==> config.mk <==
export PLATFORM = sky130hd
export DESIGN_NAME = shift_add_mult
export DESIGN_NICKNAME = d
export VERILOG_FILES = /design/src/rtl/shift_add_mult.sv
export SDC_FILE = /design/constraint.sdc
export NUM_CORES = 1
export LEC_CHECK = 0
export CAP_MARGIN = 30
export CORE_AREA = 2 2 72 74
export CTS_CLUSTER_DIAMETER = 60
export DETAILED_ROUTE_END_ITERATION = 8
export DIE_AREA = 0 0 74 76
export PLACE_DENSITY = 0.39
export SLEW_MARGIN = 25
export SYNTH_ARGS = -nofsm -noshare
export SYNTH_HDL_FRONTEND = slang
export SYNTH_SLANG_ARGS = --single-unit
export TNS_END_PERCENT = 5
==> constraint.sdc <==
create_clock -name clk -period 2.7 [get_ports clk]
set_clock_uncertainty 0.1 [all_clocks]
set_input_delay 0.405 -clock clk [delete_from_list [all_inputs] [get_ports clk]]
set_output_delay 0.405 -clock clk [all_outputs]
set_load 0.01 [all_outputs]
==> src/rtl/shift_add_mult.sv <==
// Sequential unsigned N x N shift-add multiplier built on a ripple-carry adder.
// One partial product is accumulated per cycle; product is held until the next completion.

module rca_add #(
   parameter int N = 4
) (
   input  logic [N-1:0] a,
   input  logic [N-1:0] b,
   input  logic         cin,
   output logic [N-1:0] sum,
   output logic         cout
);
   logic [N:0] carry;

   assign carry[0] = cin;

   genvar gi;
   generate
      for (gi = 0; gi < N; gi++) begin : g_fa
         assign sum[gi]      = a[gi] ^ b[gi] ^ carry[gi];
         assign carry[gi+1]  = (a[gi] & b[gi]) | (carry[gi] & (a[gi] ^ b[gi]));
      end
   endgenerate

   assign cout = carry[N];
endmodule

module shift_add_mult #(
   parameter int N = 4
) (
   input  logic           clk,
   input  logic           rst,
   input  logic           start,
   input  logic [N-1:0]   a,
   input  logic [N-1:0]   b,
   output logic           busy,
   output logic           done,
   output logic [2*N-1:0] product
);
   localparam int CW = $clog2(N + 1);

   typedef enum logic [1:0] {IDLE, RUN, DONE} state_t;

   state_t          state_reg, state_next;
   logic [N-1:0]    mcand_reg, mcand_next;
   logic [N-1:0]    hi_reg, hi_next;
   logic [N-1:0]    lo_reg, lo_next;
   logic [CW-1:0]   cnt_reg, cnt_next;
   logic [2*N-1:0]  product_reg, product_next;
   logic            busy_reg, busy_next;
   logic            done_reg, done_next;

   logic [N-1:0]    sum;
   logic            cout;

   rca_add #(.N(N)) u_add (
      .a    (hi_reg),
      .b    (mcand_reg),
      .cin  (1'b0),
      .sum  (sum),
      .cout (cout)
   );

   always_comb begin
      state_next   = state_reg;
      mcand_next   = mcand_reg;
      hi_next      = hi_reg;
      lo_next      = lo_reg;
      cnt_next     = cnt_reg;
      product_next = product_reg;

      case (state_reg)
         IDLE, DONE: begin
            if (start) begin
               mcand_next = a;
               lo_next    = b;
               hi_next    = '0;
               cnt_next   = '0;
               state_next = RUN;
            end else begin
               state_next = IDLE;
            end
         end
         RUN: begin
            // cout becomes the top bit of the shifted accumulator
            if (lo_reg[0])
               {hi_next, lo_next} = {cout, sum, lo_reg[N-1:1]};
            else
               {hi_next, lo_next} = {1'b0, hi_reg, lo_reg[N-1:1]};
            cnt_next = cnt_reg + CW'(1);
            if (cnt_reg == CW'(N - 1)) begin
               product_next = {hi_next, lo_next};
               state_next   = DONE;
            end
         end
         default: state_next = IDLE;
      endcase

      busy_next = (state_next == RUN);
      done_next = (state_next == DONE);
   end

   always_ff @(posedge clk) begin
      if (rst) begin
         state_reg   <= IDLE;
         mcand_reg   <= '0;
         hi_reg      <= '0;
         lo_reg      <= '0;
         cnt_reg     <= '0;
         product_reg <= '0;
         busy_reg    <= 1'b0;
         done_reg    <= 1'b0;
      end else begin
         state_reg   <= state_next;
         mcand_reg   <= mcand_next;
         hi_reg      <= hi_next;
         lo_reg      <= lo_next;
         cnt_reg     <= cnt_next;
         product_reg <= product_next;
         busy_reg    <= busy_next;
         done_reg    <= done_next;
      end
   end

   assign busy    = busy_reg;
   assign done    = done_reg;
   assign product = product_reg;
endmodule

**Word-level counts from Yosys, hierarchy flattened**

Index checks and enable logic that the tools add are counted.

- Input bits: 11
- Flip-flop bits (word level): 27
- Logic and storage cells: 49
- Output and inout port bits: 10

- Equal/unequal tests: 6
- Reductions and logical operators: 6
- Muxes and demuxes: 11
- $add $sub $neg: 1
- Bitwise operators: 17

Operators by type and width:

| kind | count |
|---|---|
| 4-bit two-way mux | 4 |
| 4-bit one-hot mux with 2 select lines | 2 |
| 1-bit bitwise AND | 7 |
| 1-bit XOR | 7 |
| 3-bit one-hot mux with 2 select lines | 1 |
| 2-bit AND reduction | 3 |
| 2-bit by 1-bit == test with 1-bit output, second input constant | 2 |
| 2-bit == test, second input constant | 2 |
| 2-bit one-hot mux with 2 select lines | 1 |
| 3-bit by 1-bit adder with 3-bit output, second input constant | 1 |
| 3-bit by 2-bit == test with 1-bit output, second input constant | 1 |
| 3-bit two-way mux | 1 |
| 1-bit OR | 3 |
| 2-bit zero test | 1 |
| 2-bit two-way mux | 1 |
| 2-bit inequality test, second input constant | 1 |
| 2-bit nonzero test | 1 |
| 2-bit OR reduction | 1 |
| 1-bit two-way mux | 1 |

**Depth between registers and ports, before layout**

Gate-level depths: netlist (run 1).

- Word-level depth: 9
- Gate-level depth with buffers: 9
- Mapped depth without buffers: 9

**Modules after synthesis**

From an unflattened synthesis (run 1), not the netlist that was laid out.

- Cells, all modules: 135
- Area total of the unflattened synthesis: 1,216.2 sq um

By module, submodules not included:

| module | instances | cells an instance | area each (sq um) |
|---|---|---|---|
| shift_add_mult | 1 | 121 | 1,098.6 |
| rca_add | 1 | 14 | 117.6 |

**Worst setup path before layout (run 1)**

OpenSTA, ideal clock, no wires.

- Kind: register -> register
- Start point: reg hi_reg[0]
- End point: reg product_reg[6] (netlist: product[6])
- Setup time: 0.119 ns
- Arrival: 2.072 ns
- Stages on the path, launching flop included: 10
- Path slack: 0.409 ns
- Clock period less this slack: 2.291 ns
- Path through: dfxtp_1 -> ha_1 -> inv_1 -> fa_1 -> fa_1 -> inv_1 -> fa_1 -> mux2_2 -> nor2_1 -> nor3_1

- Cells in the longest elaborated chain, start to end: 7

RTL lines:

| element | RTL line | source |
|---|---|---|
| start, declared | 46 | `logic [N-1:0] hi_reg, hi_next;` |
| start signal, assigned | 116 | `hi_reg <= hi_next;` |
| 1-bit bitwise AND (2 in a row) | 21 | `assign carry[gi+1] = (a[gi] & b[gi]) \| (carry[gi] & (a[gi] ^ b[gi]));` |
| 1-bit OR | 21 |  |
| 1-bit bitwise AND | 21 |  |
| 1-bit OR | 21 |  |
| 1-bit XOR | 20 | `assign sum[gi] = a[gi] ^ b[gi] ^ carry[gi];` |
| 4-bit two-way mux | 86 | `if (lo_reg[0])` |
| end signal, assigned | 119 | `product_reg <= product_next;` |
| end, declared | 49 | `logic [2*N-1:0] product_reg, product_next;` |

No other way between the ends.
A chain may end at the register's enable or synchronous reset.

**Worst setup path in the final report (run 1)**

Same ends and word-level chain as after synthesis.

==> results.yml, run 1 <==
floorplan:
  die_w_um: 74
  io_pins: 21
  rows: 26
  die_area_mm2: 0.005624
  start_util: 0.2371
  fp.dieH_um: 76
  core_mm2: 0.004912
cts:
  cts_buffers: 3
  clkTransAtPathRegs_ps: 100
  cts_buffer_depth: 2
  ctsRootBufferMaster: "clkbuf_8"
  cts_sinks: 27
  cts-resized-gates: 0
  htree_levels: 1
  cts_tree: "done"
  cts_post_setup_buffers_inserted: 0
  clk-insertion-delay-late_ps: 280
  hold_buffers: 0
outcome:
  status: "finished, final reports clean"
power_and_ir_drop:
  p_leak_nw: 0.5050
  p_total_mw: 0.7457
  swShare: 0.2558
  vdd.ir_drop.worst_uv: 196.6
  p_switching_mw: 0.1908
  seqPwrFrac: 0.573
  clkPwrFrac: 0.320
  powerDensity_mw_per_mm2: 510.7
  power.internal_mw: 0.5549
  p_comb_frac: 0.107
critical_path:
  required_ps: 2770
  crit_path_end_kind: "register"
  crit_type: "reg -> reg"
  cp_max_fo: 3
  arrival_ps: 2470
  cp-start-kind: "register"
global_routing:
  grt_pass1_vias: 931
  grt_first_pass_wirelength_um: 4319
  grt_usage: 0.09941
  grt-ovfl-total: 0
  antenna_found_initial: 0
  grt_max_degree: 28
yosys:
  synth_compound_area_frac: 0.1450
  ys_types: 26
  dominantRegCellSynth: "dfxtp_1"
  avgSynthCellArea_um2: 8.629
  synthesis.instances: 135
  synth_top_family_by_area: "simple AND/OR/NAND/NOR gates"
  synth-adder-area-share: 0.08378
  yosys.area_share.simple: 0.2095
  async_reset_ff_frac: 0
  synth_seq_cells: 27
  synth_edf_count: 0
  synth_area_mm2: 0.001165
  synth_fp_nets: 152
  ys_seq_area_frac: 0.4640
  synth.mux.area_fraction: 0.02685
  synth_xor_area_frac: 0
  yosysWarnings: 0
final_layout:
  area_growth_pct: 25.35
  largest_register_ffs: 8
  fill_cells: 534
  regArea_um2: 540.5
  drive_gt1_frac: 0.04605
  num_antenna_cells: 0
  fin_nets: 170
  layout.cells.non_filler: 222
  finish.utilization: 0.2972
  multiInputGateArea_um2: 541.8
sta:
  rsz0062_at_grt: "no"
  finalSetupViolCount: 0
  tightest_slew_ps: 671.9
  slew_violations: 0
  whs_ps: 359.1
  fin_crit_ps: 2403
  slew_headroom: 0.5512
  hold_viol_final: 0
  fin_crit_sh: 0.8899
  setup_tns_ps: 0
  max_clock_freq_mhz: 416.2
route:
  drcViolationCount: 0
  ant_nets: 0
  vias_per_cell: 4.194
  drt_wl_total_um: 2562
  vias: 931
  drtIter0Drc: 39
  wl_per_cell_um: 11.54
  first_pass_iters: 4
job:
  cap_viol_max_count: 0
placed_design:
  numPortBuffers: 20
  dp_cells: 218
  gp_congestion: 0.7498
  place_hpwl_um: 1753
worst_hold_path:
  hp-class: "reg -> reg"
synth_stat cells, types with 2 or more instances:
library cell,instances,area share
a21oi_1,18,0.077
nor2_1,10,0.032
mux2i_1,2,0.017
fa_1,3,0.052
buf_2,3,0.013
inv_1,7,0.023
nor2b_1,2,0.011
nand2_1,27,0.087
nand2b_1,3,0.016
a311oi_1,3,0.023
ha_1,3,0.032
o211ai_1,4,0.026
nand3_1,9,0.039
buf_4,3,0.019
dfxtp_1,27,0.46
routing by layer:
metal,GRT usage,vias to the layer above,routed length (µm)
met5,0,-,0
met4,0.04364,0,36
met3,0.01190,2,97
met2,0.1661,16,1270
met1,0.1257,427,1158
li1,-,486,-
cells in the final DEF, fill, tap and decap left out, drive strengths merged:
master,instances
mux2i,2
or2b,1
clkbuf,3
a21oi,18
clkinvlp,1
nand3b,1
a311oi,3
a21o,1
fa,3
nor3,1
clkdlybuf4s50,20
inv,7
nor2,10
o211ai,4
nand2,27
nand2b,3
ha,3
nor2b,2
buf,2
a211oi,1
o21a,1
dfxtp,27
and3b,1
nand3,9
mux2,1
worst paths after layout:
check,cells past startpoint,slack [ps],end,start
setup / recovery,9,300,product[6],hi_reg[0]
hold / removal,2,360,product[1],product[1]
setup reg to reg,9,300,product[6],hi_reg[0]
hold reg to reg,2,360,product[1],product[1]
power by group through the flow:
stage	Clock, mW	Sequential, mW	Combinational, mW
after global placement	0	0.436	0.0813
after detailed placement	0	0.437	0.0820
after CTS	0.254	0.427	0.0821
after global routing	0.269	0.431	0.0889
after floorplan	0	0.431	0.0583
final	0.239	0.427	0.0799
cells by family (layout without fill, tap and decap cells):
group	count (synthesis)	count (layout)
DFF	27	27
AOI/OAI and AO/OA	28	28
muxes	3	3
and+or+nand+nor	55	55
adders and majority gates	6	6
buffers and inverters	16	33
cell type report:
cell class / count / area share
multi-input cells: 92 / 0.3710
repair buffers: 22 / 0.1474
well taps: 70 / 0.05998
inverters: 7 / 0.01799
clock inverters: 1 / 0.005141
flip-flops and latches: 27 / 0.3702
clock buffers: 3 / 0.02828
worst max-delay path, stage by stage, from the launching register on:
cell	delay [ps]
dfxtp_1	370
ha_1	150
inv_1	40
fa_1	370
fa_1	360
inv_1	70
fa_1	390
mux2_2	280
nor2_1	100
nor3_1	60
stage by stage:
stage / worst slack, ps / cell area [µm²]
finish: 297.4 / 1460
global route: 161.7 / 1460
CTS: 265.0 / 1460
detailed placement: 273.5 / 1411
floorplan: 409.0 / 1165
global placement: 334.4 / 1411
(Power assumes the default switching activity.)
==> inputs of run 2 (changes only) <==
--- a/config.mk
+++ b/config.mk
@@ -5,12 +5,13 @@
 export SDC_FILE = /design/constraint.sdc
 export NUM_CORES = 1
 export LEC_CHECK = 0
-export CAP_MARGIN = 30
 export CORE_AREA = 2 2 72 74
 export CTS_CLUSTER_DIAMETER = 60
 export DETAILED_ROUTE_END_ITERATION = 8
 export DIE_AREA = 0 0 74 76
 export PLACE_DENSITY = 0.39
+export SETUP_SLACK_MARGIN = 0.3
+export SKIP_LAST_GASP = 1
 export SLEW_MARGIN = 25
 export SYNTH_ARGS = -nofsm -noshare
 export SYNTH_HDL_FRONTEND = slang
==> results.yml, run 2 (synthesis results as in run 1) <==
outcome:
  status: "finished, final reports clean"
placed_design:
  numPortBuffers: 20
  gp_congestion: 0.7498
  place_hpwl_um: 1753
floorplan:
  start_util: 0.2371
  rows: 26
  io_pins: 21
  fp.dieH_um: 76
  core_mm2: 0.004912
  die_area_mm2: 0.005624
  die_w_um: 74
sta:
  fin_crit_sh: 0.8422
  setup_tns_ps: 0
  hold_viol_final: 0
  fin_crit_ps: 2274
  rsz0062_at_grt: "no"
  slew_violations: 0
  max_clock_freq_mhz: 439.8
  slew_headroom: 0.5520
  tightest_slew_ps: 670.6
  finalSetupViolCount: 0
final_layout:
  fill_cells: 528
  drive_gt1_frac: 0.09091
  largest_register_ffs: 8
  area_growth_pct: 27.82
  final_common_cell: "nand2_1"
  num_antenna_cells: 0
  fin_nets: 172
  finish.utilization: 0.3031
  layout_common_cells: "nand2_1 (27), dfxtp_1 (25), clkdlybuf4s50_1 (20), a21oi_1 (18)"
cts:
  cts_sinks: 27
  hold_buffers: 0
  cts_buffer_depth: 2
  ctsRootBufferMaster: "clkbuf_8"
  cts_buffers: 3
  clkTransAtPathRegs_ps: 100
  cts_tree: "done"
  htree_levels: 1
  clk-insertion-delay-late_ps: 280
power_and_ir_drop:
  vdd.ir_drop.worst_uv: 197.2
  powerDensity_mw_per_mm2: 506.4
  p_leak_nw: 0.5195
critical_path:
  cp-start-kind: "register"
  crit_type: "reg -> reg"
  required_ps: 2770
  crit_path_end_kind: "register"
  arrival_ps: 2340
  cp_max_fo: 2
  r2r_setup_slack_ps: 430
global_routing:
  grt_max_degree: 28
  grt_first_pass_wirelength_um: 4319
  grt_pass1_vias: 936
  grt-ovfl-total: 0
  grt_usage: 0.09941
  antenna_found_initial: 0
route:
  ant_nets: 0
  vias: 940
  first_pass_iters: 4
  drt_wl_total_um: 2579
  wl_per_cell_um: 11.51
  drcViolationCount: 0
  vias_per_cell: 4.196
  drtIter0Drc: 49
job:
  cap_viol_max_count: 0
worst_hold_path:
  hp-class: "reg -> reg"
run 2: stage by stage:
| stage | total power, mW | setup slack (ps) | hold WS (ps) | cells | area, µm² |
|---|---|---|---|---|---|
| finish | 0.7540 | 426.0 | 359.1 | 224 | 1489 |
| global route | 0.7909 | 341.3 | 382.5 | 224 | 1489 |
| CTS | 0.7643 | 308.1 | 363.4 | 223 | 1470 |
| detailed placement | 0.5185 | 273.5 | 347.7 | 218 | 1411 |
| global placement | 0.5175 | 334.4 | 345.0 | 218 | 1411 |
| floorplan | 0.4895 | 409.0 | 336.3 | 135 | 1165 |
run 2: layer usage:
layer  GRT usage  part of all wire  up-vias
met5           0                 0        -
met4     0.04364             0.014        0
met3     0.01190             0.025        2
met2      0.1661              0.49       16
met1      0.1257              0.47      431
li1            -                 -      491
run 2: layout make-up:
cell class / count / area [µm²] / share of cell area
clock buffer: 3 / 41.29 / 0.02773
clock inverter: 1 / 7.507 / 0.005042
inverter: 7 / 26.28 / 0.01765
multi-input combinational: 92 / 553.0 / 0.3714
sequential: 27 / 543.0 / 0.3647
tap: 70 / 87.58 / 0.05882
timing repair buffer: 24 / 230.2 / 0.1546
run 2: worst paths after layout:
kind,start,endpoint,depth (start not counted)
setup reg to reg,mcand_reg[0],product[6],9
hold / removal,product[1],product[1],2
hold reg to reg,product[1],product[1],2
setup / recovery,mcand_reg[0],product[6],9
run 2: worst max-delay path, cell delays in order, from the launching register on:
cell and delay (ps):
dfxtp_2 340, ha_1 140, inv_1 50, fa_2 330, fa_2 320, inv_1 70
fa_1 400, mux2_4 280, nor2_2 80, nor3_1 50
run 2: power breakdown:
group | leakage (nW) | internal [mW] | total [mW] | switching (mW)
clock network | 0.0217 | 0.105 | 0.244 | 0.139
logic | 0.277 | 0.0390 | 0.0828 | 0.0438
registers | 0.221 | 0.414 | 0.428 | 0.0139
total | 0.520 | 0.557 | 0.754 | 0.197
run 2: timing repair:
action / CTS / global route
gates cloned: 0 / 0
buffers inserted: 1 / 1
pin swaps: 0 / 0
gates resized for setup: 2 / 4
endpoints found under the setup margin: 2 / 2
